<file path="src/rtl/dma_mm2s_lite_regs.sv">
// rtl/dma_mm2s_lite_regs.sv - AXI-Lite MM2S control/status register block
//
// Purpose: AXI-Lite slave holding the MM2S register subset. It holds DMACR, DMASR, SA,
// SA_MSB and LENGTH. A valid LENGTH write launches one transfer toward the datapath.
// Completion and error pulses from the datapath set the IRQ status bits, which drive
// mm2s_introut.
//
// Ports:
//   clk, rst            clock, synchronous active-high reset
//   s_axi_lite_aw*/w*/b* write address, data and response channels (full-word writes)
//   s_axi_lite_ar*/r*   read address and data channels
//   xfer_start          one-cycle launch pulse; xfer_addr/xfer_len are valid from this cycle
//   xfer_done/xfer_err  one-cycle completion/error pulses from the datapath
//   busy                transfer outstanding
//   mm2s_introut        registered interrupt output
module dma_mm2s_lite_regs #(
  parameter int ADDR_W = 10,
  parameter int LEN_W  = 26
) (
  input  logic              clk,
  input  logic              rst,
  input  logic [ADDR_W-1:0] s_axi_lite_awaddr,
  input  logic              s_axi_lite_awvalid,
  output logic              s_axi_lite_awready,
  input  logic [31:0]       s_axi_lite_wdata,
  input  logic              s_axi_lite_wvalid,
  output logic              s_axi_lite_wready,
  output logic [1:0]        s_axi_lite_bresp,
  output logic              s_axi_lite_bvalid,
  input  logic              s_axi_lite_bready,
  input  logic [ADDR_W-1:0] s_axi_lite_araddr,
  input  logic              s_axi_lite_arvalid,
  output logic              s_axi_lite_arready,
  output logic [31:0]       s_axi_lite_rdata,
  output logic [1:0]        s_axi_lite_rresp,
  output logic              s_axi_lite_rvalid,
  input  logic              s_axi_lite_rready,
  output logic              xfer_start,
  output logic [63:0]       xfer_addr,
  output logic [LEN_W-1:0]  xfer_len,
  input  logic              xfer_done,
  input  logic              xfer_err,
  output logic              busy,
  output logic              mm2s_introut
);

  typedef enum logic [1:0] {W_IDLE, W_COMMIT, W_RESP} w_state_t;
  typedef enum logic {R_IDLE, R_DATA} r_state_t;

  // Word indices (byte offset >> 2)
  localparam logic [ADDR_W-3:0] IDX_DMACR  = (ADDR_W-2)'(0);
  localparam logic [ADDR_W-3:0] IDX_DMASR  = (ADDR_W-2)'(1);
  localparam logic [ADDR_W-3:0] IDX_SA     = (ADDR_W-2)'(6);
  localparam logic [ADDR_W-3:0] IDX_SA_MSB = (ADDR_W-2)'(7);
  localparam logic [ADDR_W-3:0] IDX_LENGTH = (ADDR_W-2)'(10);

  w_state_t          w_state_q, w_state_d;
  r_state_t          r_state_q, r_state_d;
  logic              aw_held_q, aw_held_d, w_held_q, w_held_d;
  logic [ADDR_W-1:0] awaddr_q, awaddr_d;
  logic [31:0]       wdata_q, wdata_d;
  logic [31:0]       rdata_q, rdata_d;

  logic              rs_q, rs_d, ioc_en_q, ioc_en_d, err_en_q, err_en_d;
  logic              ioc_irq_q, ioc_irq_d, err_irq_q, err_irq_d;
  logic [31:0]       sa_q, sa_d, sa_msb_q, sa_msb_d;
  logic [LEN_W-1:0]  len_q, len_d, xfer_len_q, xfer_len_d;
  logic [63:0]       xfer_addr_q, xfer_addr_d;
  logic              busy_q, busy_d, xfer_start_q, xfer_start_d, introut_q, introut_d;
  logic              launch, soft_rst;
  logic [31:0]       rd_val;
  logic              unused_addr_bits;

  assign unused_addr_bits = ^{awaddr_q[1:0], s_axi_lite_araddr[1:0]};

  // Ready is gated by rst so it is low during the reset cycle itself.
  assign s_axi_lite_awready = ~rst & (w_state_q == W_IDLE) & ~aw_held_q;
  assign s_axi_lite_wready  = ~rst & (w_state_q == W_IDLE) & ~w_held_q;
  assign s_axi_lite_arready = ~rst & (r_state_q == R_IDLE);
  assign s_axi_lite_bvalid  = (w_state_q == W_RESP);
  assign s_axi_lite_rvalid  = (r_state_q == R_DATA);
  assign s_axi_lite_bresp   = 2'b00;
  assign s_axi_lite_rresp   = 2'b00;
  assign s_axi_lite_rdata   = rdata_q;
  assign xfer_start         = xfer_start_q;
  assign xfer_addr          = xfer_addr_q;
  assign xfer_len           = xfer_len_q;
  assign busy               = busy_q;
  assign mm2s_introut       = introut_q;

  // Write channel FSM: AW and W are captured independently, then one commit cycle.
  always_comb begin
    w_state_d = w_state_q;
    aw_held_d = aw_held_q;
    w_held_d  = w_held_q;
    awaddr_d  = awaddr_q;
    wdata_d   = wdata_q;
    case (w_state_q)
      W_IDLE: begin
        if (s_axi_lite_awvalid && s_axi_lite_awready) begin
          aw_held_d = 1'b1;
          awaddr_d  = s_axi_lite_awaddr;
        end
        if (s_axi_lite_wvalid && s_axi_lite_wready) begin
          w_held_d = 1'b1;
          wdata_d  = s_axi_lite_wdata;
        end
        if (aw_held_d && w_held_d) w_state_d = W_COMMIT;
      end
      W_COMMIT: w_state_d = W_RESP;
      W_RESP: begin
        if (s_axi_lite_bready) begin
          w_state_d = W_IDLE;
          aw_held_d = 1'b0;
          w_held_d  = 1'b0;
        end
      end
      default: w_state_d = W_IDLE;
    endcase
  end

  // Read mux reflects register contents in the arvalid handshake cycle.
  always_comb begin
    rd_val = 32'h0;
    case (s_axi_lite_araddr[ADDR_W-1:2])
      IDX_DMACR:  rd_val = {17'b0, err_en_q, 1'b0, ioc_en_q, 11'b0, rs_q};
      IDX_DMASR:  rd_val = {17'b0, err_irq_q, 1'b0, ioc_irq_q, 10'b0,
                            rs_q & ~busy_q, ~rs_q & ~busy_q};
      IDX_SA:     rd_val = sa_q;
      IDX_SA_MSB: rd_val = sa_msb_q;
      IDX_LENGTH: rd_val = {{(32-LEN_W){1'b0}}, len_q};
      default:    rd_val = 32'h0;
    endcase
  end

  always_comb begin
    r_state_d = r_state_q;
    rdata_d   = rdata_q;
    case (r_state_q)
      R_IDLE: begin
        if (s_axi_lite_arvalid && s_axi_lite_arready) begin
          r_state_d = R_DATA;
          rdata_d   = rd_val;
        end
      end
      R_DATA:  if (s_axi_lite_rready) r_state_d = R_IDLE;
      default: r_state_d = R_IDLE;
    endcase
  end

  // Register update. Priority, lowest first: bus write, datapath events, soft reset.
  always_comb begin
    rs_d         = rs_q;
    ioc_en_d     = ioc_en_q;
    err_en_d     = err_en_q;
    ioc_irq_d    = ioc_irq_q;
    err_irq_d    = err_irq_q;
    sa_d         = sa_q;
    sa_msb_d     = sa_msb_q;
    len_d        = len_q;
    xfer_addr_d  = xfer_addr_q;
    xfer_len_d   = xfer_len_q;
    busy_d       = busy_q;
    xfer_start_d = 1'b0;
    launch       = 1'b0;
    soft_rst     = 1'b0;
    if (w_state_q == W_COMMIT) begin
      case (awaddr_q[ADDR_W-1:2])
        IDX_DMACR: begin
          rs_d     = wdata_q[0];
          ioc_en_d = wdata_q[12];
          err_en_d = wdata_q[14];
          soft_rst = wdata_q[2];
        end
        IDX_DMASR: begin
          if (wdata_q[12]) ioc_irq_d = 1'b0;
          if (wdata_q[14]) err_irq_d = 1'b0;
        end
        IDX_SA:     sa_d = wdata_q;
        IDX_SA_MSB: sa_msb_d = wdata_q;
        IDX_LENGTH: launch = (wdata_q[LEN_W-1:0] != '0) && rs_q && !busy_q;
        default: ;
      endcase
    end
    if (launch) begin
      len_d        = wdata_q[LEN_W-1:0];
      xfer_len_d   = wdata_q[LEN_W-1:0];
      xfer_addr_d  = {sa_msb_q, sa_q};
      busy_d       = 1'b1;
      xfer_start_d = 1'b1;
    end
    // Events override a same-cycle W1C; error wins over done and halts the channel.
    if (busy_q && xfer_err) begin
      busy_d    = 1'b0;
      err_irq_d = 1'b1;
      rs_d      = 1'b0;
    end else if (busy_q && xfer_done) begin
      busy_d    = 1'b0;
      ioc_irq_d = 1'b1;
    end
    introut_d = (ioc_irq_q & ioc_en_q) | (err_irq_q & err_en_q);
    if (soft_rst) begin
      rs_d         = 1'b0;
      ioc_en_d     = 1'b0;
      err_en_d     = 1'b0;
      ioc_irq_d    = 1'b0;
      err_irq_d    = 1'b0;
      sa_d         = 32'h0;
      sa_msb_d     = 32'h0;
      len_d        = '0;
      xfer_addr_d  = 64'h0;
      xfer_len_d   = '0;
      busy_d       = 1'b0;
      xfer_start_d = 1'b0;
    end
  end

  always_ff @(posedge clk) begin
    if (rst) begin
      w_state_q    <= W_IDLE;
      r_state_q    <= R_IDLE;
      aw_held_q    <= 1'b0;
      w_held_q     <= 1'b0;
      awaddr_q     <= '0;
      wdata_q      <= 32'h0;
      rdata_q      <= 32'h0;
      rs_q         <= 1'b0;
      ioc_en_q     <= 1'b0;
      err_en_q     <= 1'b0;
      ioc_irq_q    <= 1'b0;
      err_irq_q    <= 1'b0;
      sa_q         <= 32'h0;
      sa_msb_q     <= 32'h0;
      len_q        <= '0;
      xfer_addr_q  <= 64'h0;
      xfer_len_q   <= '0;
      busy_q       <= 1'b0;
      xfer_start_q <= 1'b0;
      introut_q    <= 1'b0;
    end else begin
      w_state_q    <= w_state_d;
      r_state_q    <= r_state_d;
      aw_held_q    <= aw_held_d;
      w_held_q     <= w_held_d;
      awaddr_q     <= awaddr_d;
      wdata_q      <= wdata_d;
      rdata_q      <= rdata_d;
      rs_q         <= rs_d;
      ioc_en_q     <= ioc_en_d;
      err_en_q     <= err_en_d;
      ioc_irq_q    <= ioc_irq_d;
      err_irq_q    <= err_irq_d;
      sa_q         <= sa_d;
      sa_msb_q     <= sa_msb_d;
      len_q        <= len_d;
      xfer_addr_q  <= xfer_addr_d;
      xfer_len_q   <= xfer_len_d;
      busy_q       <= busy_d;
      xfer_start_q <= xfer_start_d;
      introut_q    <= introut_d;
    end
  end

endmodule
</file>
<file path="config.mk">
export PLATFORM = sky130hd
export DESIGN_NAME = dma_mm2s_lite_regs
export DESIGN_NICKNAME = d
export VERILOG_FILES = /design/src/rtl/dma_mm2s_lite_regs.sv
export SDC_FILE = /design/constraint.sdc
export NUM_CORES = 1
export LEC_CHECK = 0
export ABC_AREA = 1
export CELL_PAD_IN_SITES_DETAIL_PLACEMENT = 1
export CELL_PAD_IN_SITES_GLOBAL_PLACEMENT = 1
export CORE_MARGIN = 4
export CORE_UTILIZATION = 30
export DETAILED_ROUTE_END_ITERATION = 12
export PLACE_DENSITY_LB_ADDON = 0.08
export SYNTH_ARGS = -nofsm -noshare
export SYNTH_HDL_FRONTEND = slang
export SYNTH_SLANG_ARGS = --single-unit
</file>
<file path="constraint.sdc">
create_clock -name clk -period 3.3 [get_ports clk]
set_clock_uncertainty 0.15 [all_clocks]
set_input_delay 0.66 -clock clk [delete_from_list [all_inputs] [get_ports clk]]
set_output_delay 0.66 -clock clk [all_outputs]
set_load 0.01 [all_outputs]
</file>
==> results of run 1 <==
==> power by group <==
group          switching, mW  internal (mW)  total [mW]
Clock                   1.22           1.88        3.10
Combinational          0.306          0.156       0.461
Sequential            0.0466           2.94        2.98
Total                   1.57           4.97        6.54
==> state kept, by name, indices dropped and copies added (netlist names), 2 cells and up <==
name	flops
awaddr_q	8
sa_msb_q	32
xfer_len	26
s_axi_lite_rdata	32
sa_q	32
xfer_addr	64
wdata_q	32
w_state_q	2
==> synthesized netlist by cell type, types with 4 or more instances <==
cell        n
buf_6      12
o21ai_0   128
o21ai_1     8
clkbuf_1   51
a21oi_1    77
buf_4       4
nor2_1    300
nand3_1   175
inv_1     115
nand4_1     5
dfxtp_1   239
nand2_1   257
buf_2      25
buf_1       5
==> layout by cell type, fill, tap and decap left out, types with 8 or more instances in the layout <==
cell type,count
a21oi_1,77
clkdlybuf4s50_1,185
nor2_1,297
o21ai_1,8
o21ai_0,128
dfxtp_1,239
clkbuf_1,13
clkbuf_16,29
nand2_1,254
buf_4,21
nand3_1,174
inv_1,115
==> cell families (layout without fill, tap and decap cells) <==
family | Yosys count | after routing | share of synthesized area [%]
buf+inv | 215 | 379 | 9.52
other cells | 1 | 4 | 0.0378
flops | 239 | 239 | 48.3
compound gates | 214 | 214 | 10.8
simple gates | 751 | 751 | 31.4
==> worst min-delay path: cells and delay by family, from the launching register on <==
family / cells / cell delay, ns
flip-flops: 1 / 0.30
AND/OR/NAND/NOR: 1 / 0.06
AO/OA/AOI/OAI: 1 / 0.05
==> per-stage QoR <==
| step | std cells | hold WS, ns |
|---|---|---|
| floorplan | 1423 | 0.295 |
| global placement | 1979 | 0.300 |
| detailed placement | 1979 | 0.306 |
| CTS | 2029 | 0.315 |
| global route | 2029 | 0.339 |
| finish | 2029 | 0.312 |
==> worst paths after layout <==
kind / start / to / depth (start not counted)
setup / recovery: w_state_q[1] / s_axi_lite_wready / 4
hold reg to reg: s_axi_lite_rdata[25] / s_axi_lite_rdata[25] / 2
hold / removal: s_axi_lite_rdata[25] / s_axi_lite_rdata[25] / 2
setup reg to reg: rs_q / xfer_addr[52] / 8
==> area by class of cell <==
class                   count  area (sq um)
clock buffers              47           843
clock inverters             3          65.1
fillers                  4108         19500
inverters                 118           444
multi-input cells         969          4240
flip-flops and latches    239          4780
well taps                 442           553
repair buffers            211          2090
==> routing by layer <==
metal	track usage, %	share of wire, %	vias to the layer above
li1	-	-	4797
met1	26.4	47	4565
met2	33.4	46	183
met3	3.63	5.0	49
met4	4.23	1.9	2
met5	0	0.036	-
==> out/metrics.cfg, run 1 <==
[drt]
wl_per_cell_microns = 17.7
route.detailed.drc = 0
ant_nets = 0
viasPerCell = 4.73
dr.pass1.iters = 4
wl_microns = 36000
vias = 9596
drtIter0Drc = 427

[sta]
finalCritPeriodShare_pct = 88.4
fin_crit_ns = 2.92
rsz0062_at_grt = false
hold_violations = 0
worstMarginPinSlew_ns = 0.817
setup_tns_ns = 0
setup_viol = 0
fin_ws_ns = 0.382
max_slew_margin_pct = 45.5
fmax_mhz = 343
slew_violations = 0

[cts]
cts_tree = done
cts_root_buf = clkbuf_16
cts_resized = 0
postCtsHoldBufs = 0
worstSkewPairLatency_ns = 0.54
htreeDepth = 1
clock_path_buffers = 3
path_clk_slew_ns = 0.05
cts_setup_buffers = 0
cts_buffers = 29
cts_sinks = 239

[power_and_ir_drop]
ir_drop_uv = 340
p_per_area_nw_per_um2 = 503
power.leakage_nw = 5.27
p_total_mw = 6.54

[die]
fp.dieH_microns = 190
io_pins = 195
die_area_sq_um = 36000
core-area_sq_um = 32500
die_w_microns = 190
start_util_pct = 30.5
std_cell_rows = 66

[grt]
grt_pass1_vias = 9881
grt_max_degree = 92
grt_pass1_wl_microns = 56500
grt_use_total_pct = 19.7
grt_remaining_overflow = 0
antenna_found_initial = 1

[setup_path]
worstPathRequired_ns = 2.49
critPathBufInv = 1
critPathMaxStageDelay_ns = 0.61
critPathArrivalTime_ns = 2.11
cp_top_family = simple AND/OR/NAND/NOR gates
reg2reg_setup_slack_ns = 0.94
startpoint_type = flip-flop
crit_type = flip-flop to output port
crit_fanout = 8
worstPathCellList = nor2_1, nand2_1, nor2_2, clkdlybuf4s50_1
critPathCaptureType = output port
cp_slowest_cell = clkdlybuf4s50_1

[yosys]
synth_seq_cells = 239
syn_area_sq_um = 9910
synth.area.top_cells = dfxtp_1, nor2_1, nand2_1
seq_area_frac_synth_pct = 48.3
avgSynthCellArea_sq_um = 6.98
synth_largest_area_cell = dfxtp_1
yosysTopAreaCellShare_pct = 48.3
yosysWarningCount = 0
postSynthCellCount = 1420
ys.flop_type = dfxtp_1
postSynth.asyncResetShare_pct = 0
synth-edff-count = 0
synth_cell_type_count = 25

[place]
dpl.hpwl_microns = 23200
io_buffers = 186
dpl_cell_area_sq_um = 12100
dp_slack_ns = 0.606
routabilityCongestion = 0.749

[layout]
drive_above_1_share_pct = 5.17
antenna_cells = 0
final_core_util_pct = 40.0
stdcell_area_sq_um = 13000
syn2layout_area_growth_pct = 31.4
nNetsFinal = 1629

[flow_run]
max_cap_violations = 0

[hold_path]
hp-class = flip-flop to flip-flop

[status]
status = complete, no violations

Power figures use the tool's default switching activity.
==> run 2: changes to the inputs <==
CORE_ASPECT_RATIO = 0.75   (was default)
==> run 2 against run 1 <==
  * Non-clock buffer count fell by 1
  * Global-route usage rose by 0.51 points
  * Combinational power rose by 3%
  * Critical path depth rose by 1
  * Core utilization rose by 0.11 points
  * Die area barely moved
  * Count of clock-buffer cells in the layout fell by 8
  * Power rose by 0.17%
  * Sequential cell count did not move
  * Worst setup slack improved by 0.071 ns
  * Register-to-register slack got worse by 0.14 ns
  * Largest cell class unchanged
==> out/metrics.cfg, run 2 (synthesis gave the netlist of run 1 again) <==
[status]
status = complete, no violations  ; unchanged

[die]
die_w_microns = 218  ; was 190 microns
die_area_sq_um = 36000  ; about the same
std_cell_rows = 57  ; was 66
fp.dieH_microns = 165  ; was 190 microns
core-area_sq_um = 32400  ; was 32500 sq um
io_pins = 195  ; unchanged
start_util_pct = 30.5  ; about the same

[setup_path]
crit_fanout = 8  ; unchanged
critPathCaptureType = output port  ; unchanged
reg2reg_setup_slack_ns = 0.80  ; was 0.94 ns
critPathArrivalTime_ns = 2.04  ; was 2.11 ns
crit_type = flip-flop to output port  ; unchanged
startpoint_type = flip-flop  ; unchanged
worstPathRequired_ns = 2.49  ; about the same

[sta]
fin_crit_ns = 2.85  ; was 2.92 ns
setup_tns_ns = 0  ; unchanged
hold_violations = 0  ; unchanged
worstMarginPinSlew_ns = 0.877  ; was 0.817 ns
slew_violations = 0  ; unchanged
hold_slack_ns = 0.312  ; about the same
finalCritPeriodShare_pct = 86.2  ; was 88.4%
setup_viol = 0  ; unchanged
fmax_mhz = 351  ; was 343 MHz
rsz0062_at_grt = false  ; unchanged
max_slew_margin_pct = 41.5  ; was 45.5%

[power_and_ir_drop]
pwr-share-clk_pct = 47.2  ; was 47.4%
p_per_area_nw_per_um2 = 503  ; about the same
ir_drop_uv = 281  ; was 340 uV
power.leakage_nw = 5.28  ; was 5.27 nW
seq_power_share_pct = 45.5  ; was 45.6%
switching_share_pct = 24.9  ; was 24.0%
power.share.combinational_pct = 7.2  ; was 7.0%
intPower_mw = 4.93  ; was 4.97 mW
p_sw_mw = 1.63  ; was 1.57 mW

[layout]
instances_no_fill = 2027  ; was 2029
largest_reg_flops = 64  ; unchanged
final_core_util_pct = 40.1  ; was 40.0%
drive_above_1_share_pct = 5.62  ; was 5.17%
antenna_cells = 0  ; unchanged
layout_common_cells = nor2_1, nand2_1, dfxtp_1  ; unchanged
mostFrequentLayoutCell = nor2_1  ; unchanged
nNetsFinal = 1626  ; was 1629
syn2layout_area_growth_pct = 31.4  ; about the same

[hold_path]
hp-class = flip-flop to flip-flop  ; unchanged

[drt]
viasPerCell = 4.77  ; was 4.73
wl_per_cell_microns = 18.2  ; was 17.7 microns
dr.pass1.iters = 4  ; unchanged
wl_microns = 36900  ; was 36000 microns
route.detailed.drc = 0  ; unchanged
drtIter0Drc = 450  ; was 427
vias = 9676  ; was 9596
ant_nets = 0  ; unchanged

[cts]
postCtsHoldBufs = 0  ; unchanged
worstSkewPairLatency_ns = 0.55  ; was 0.54 ns
cts_buffers = 27  ; was 29
cts_setup_buffers = 0  ; unchanged
htreeDepth = 1  ; unchanged
cts_sinks = 239  ; unchanged
cts_root_buf = clkbuf_16  ; unchanged
cts_resized = 0  ; unchanged
cts_tree = done  ; unchanged
path_clk_slew_ns = 0.06  ; was 0.05 ns
clock_path_buffers = 3  ; unchanged

[grt]
grt_pass1_vias = 9863  ; was 9881
grt_use_total_pct = 20.2  ; was 19.7%
antenna_found_initial = 2  ; was 1
grt_max_degree = 92  ; unchanged
grt_remaining_overflow = 0  ; unchanged
grt_pass1_wl_microns = 57400  ; was 56500 microns

[place]
io_buffers = 186  ; unchanged
place_inst = 1978  ; was 1979
routabilityCongestion = 0.764  ; was 0.749
dpl.hpwl_microns = 23500  ; was 23200 microns

[flow_run]
max_cap_violations = 0  ; unchanged

## run 2: worst paths after layout
kind                         endpoint                 from  depth (start not counted)
setup / recovery    s_axi_lite_wready         w_state_q[1]                          5
hold / removal    s_axi_lite_rdata[9]  s_axi_lite_rdata[9]                          2
hold reg to reg   s_axi_lite_rdata[9]  s_axi_lite_rdata[9]                          2
setup reg to reg              sa_q[8]         w_state_q[0]                          8
## run 2: worst max-delay path: stages, from the launching register on
cell and delay (ns):
dfxtp_1 0.34, nor2_1 0.22, nand2_1 0.12, nor2_2 0.10
buf_4 0.17, clkdlybuf4s50_1 0.55
## run 2: cell type report
class | instances | area, sq um
clock buffer | 39 | 801
clock inverter | 10 | 104
fill | 4025 | 19400
inverter | 118 | 444
multi-input combinational | 969 | 4240
sequential | 239 | 4780
tap | 442 | 553
timing repair buffer | 210 | 2100
## run 2: per-stage QoR
step | power, mW | setup WS, ns | cell area, sq um
after floorplan | 3.29 | 1.41 | 9920
after global placement | 3.52 | 0.679 | 12100
after detailed placement | 3.53 | 0.661 | 12100
after CTS | 6.67 | 0.408 | 13000
after global routing | 6.83 | 0.306 | 13000
final | 6.56 | 0.454 | 13000
## run 2: metal layers
layer / track usage [%] / up-vias / share of wire, %
li1: - / 4789 / -
met1: 28.5 / 4677 / 50
met2: 32.7 / 165 / 44
met3: 3.80 / 41 / 4.3
met4: 3.93 / 4 / 1.6
met5: 0 / - / 0.068
## run 2: power groups by stage
| stage | clock [mW] | sequential [mW] | combinational, mW |
|---|---|---|---|
| after floorplan | 0 | 3.03 | 0.258 |
| final | 3.10 | 2.99 | 0.473 |
| after CTS | 3.21 | 2.98 | 0.478 |
| after global placement | 0 | 3.05 | 0.472 |
| after global routing | 3.32 | 2.99 | 0.523 |
| after detailed placement | 0 | 3.05 | 0.477 |
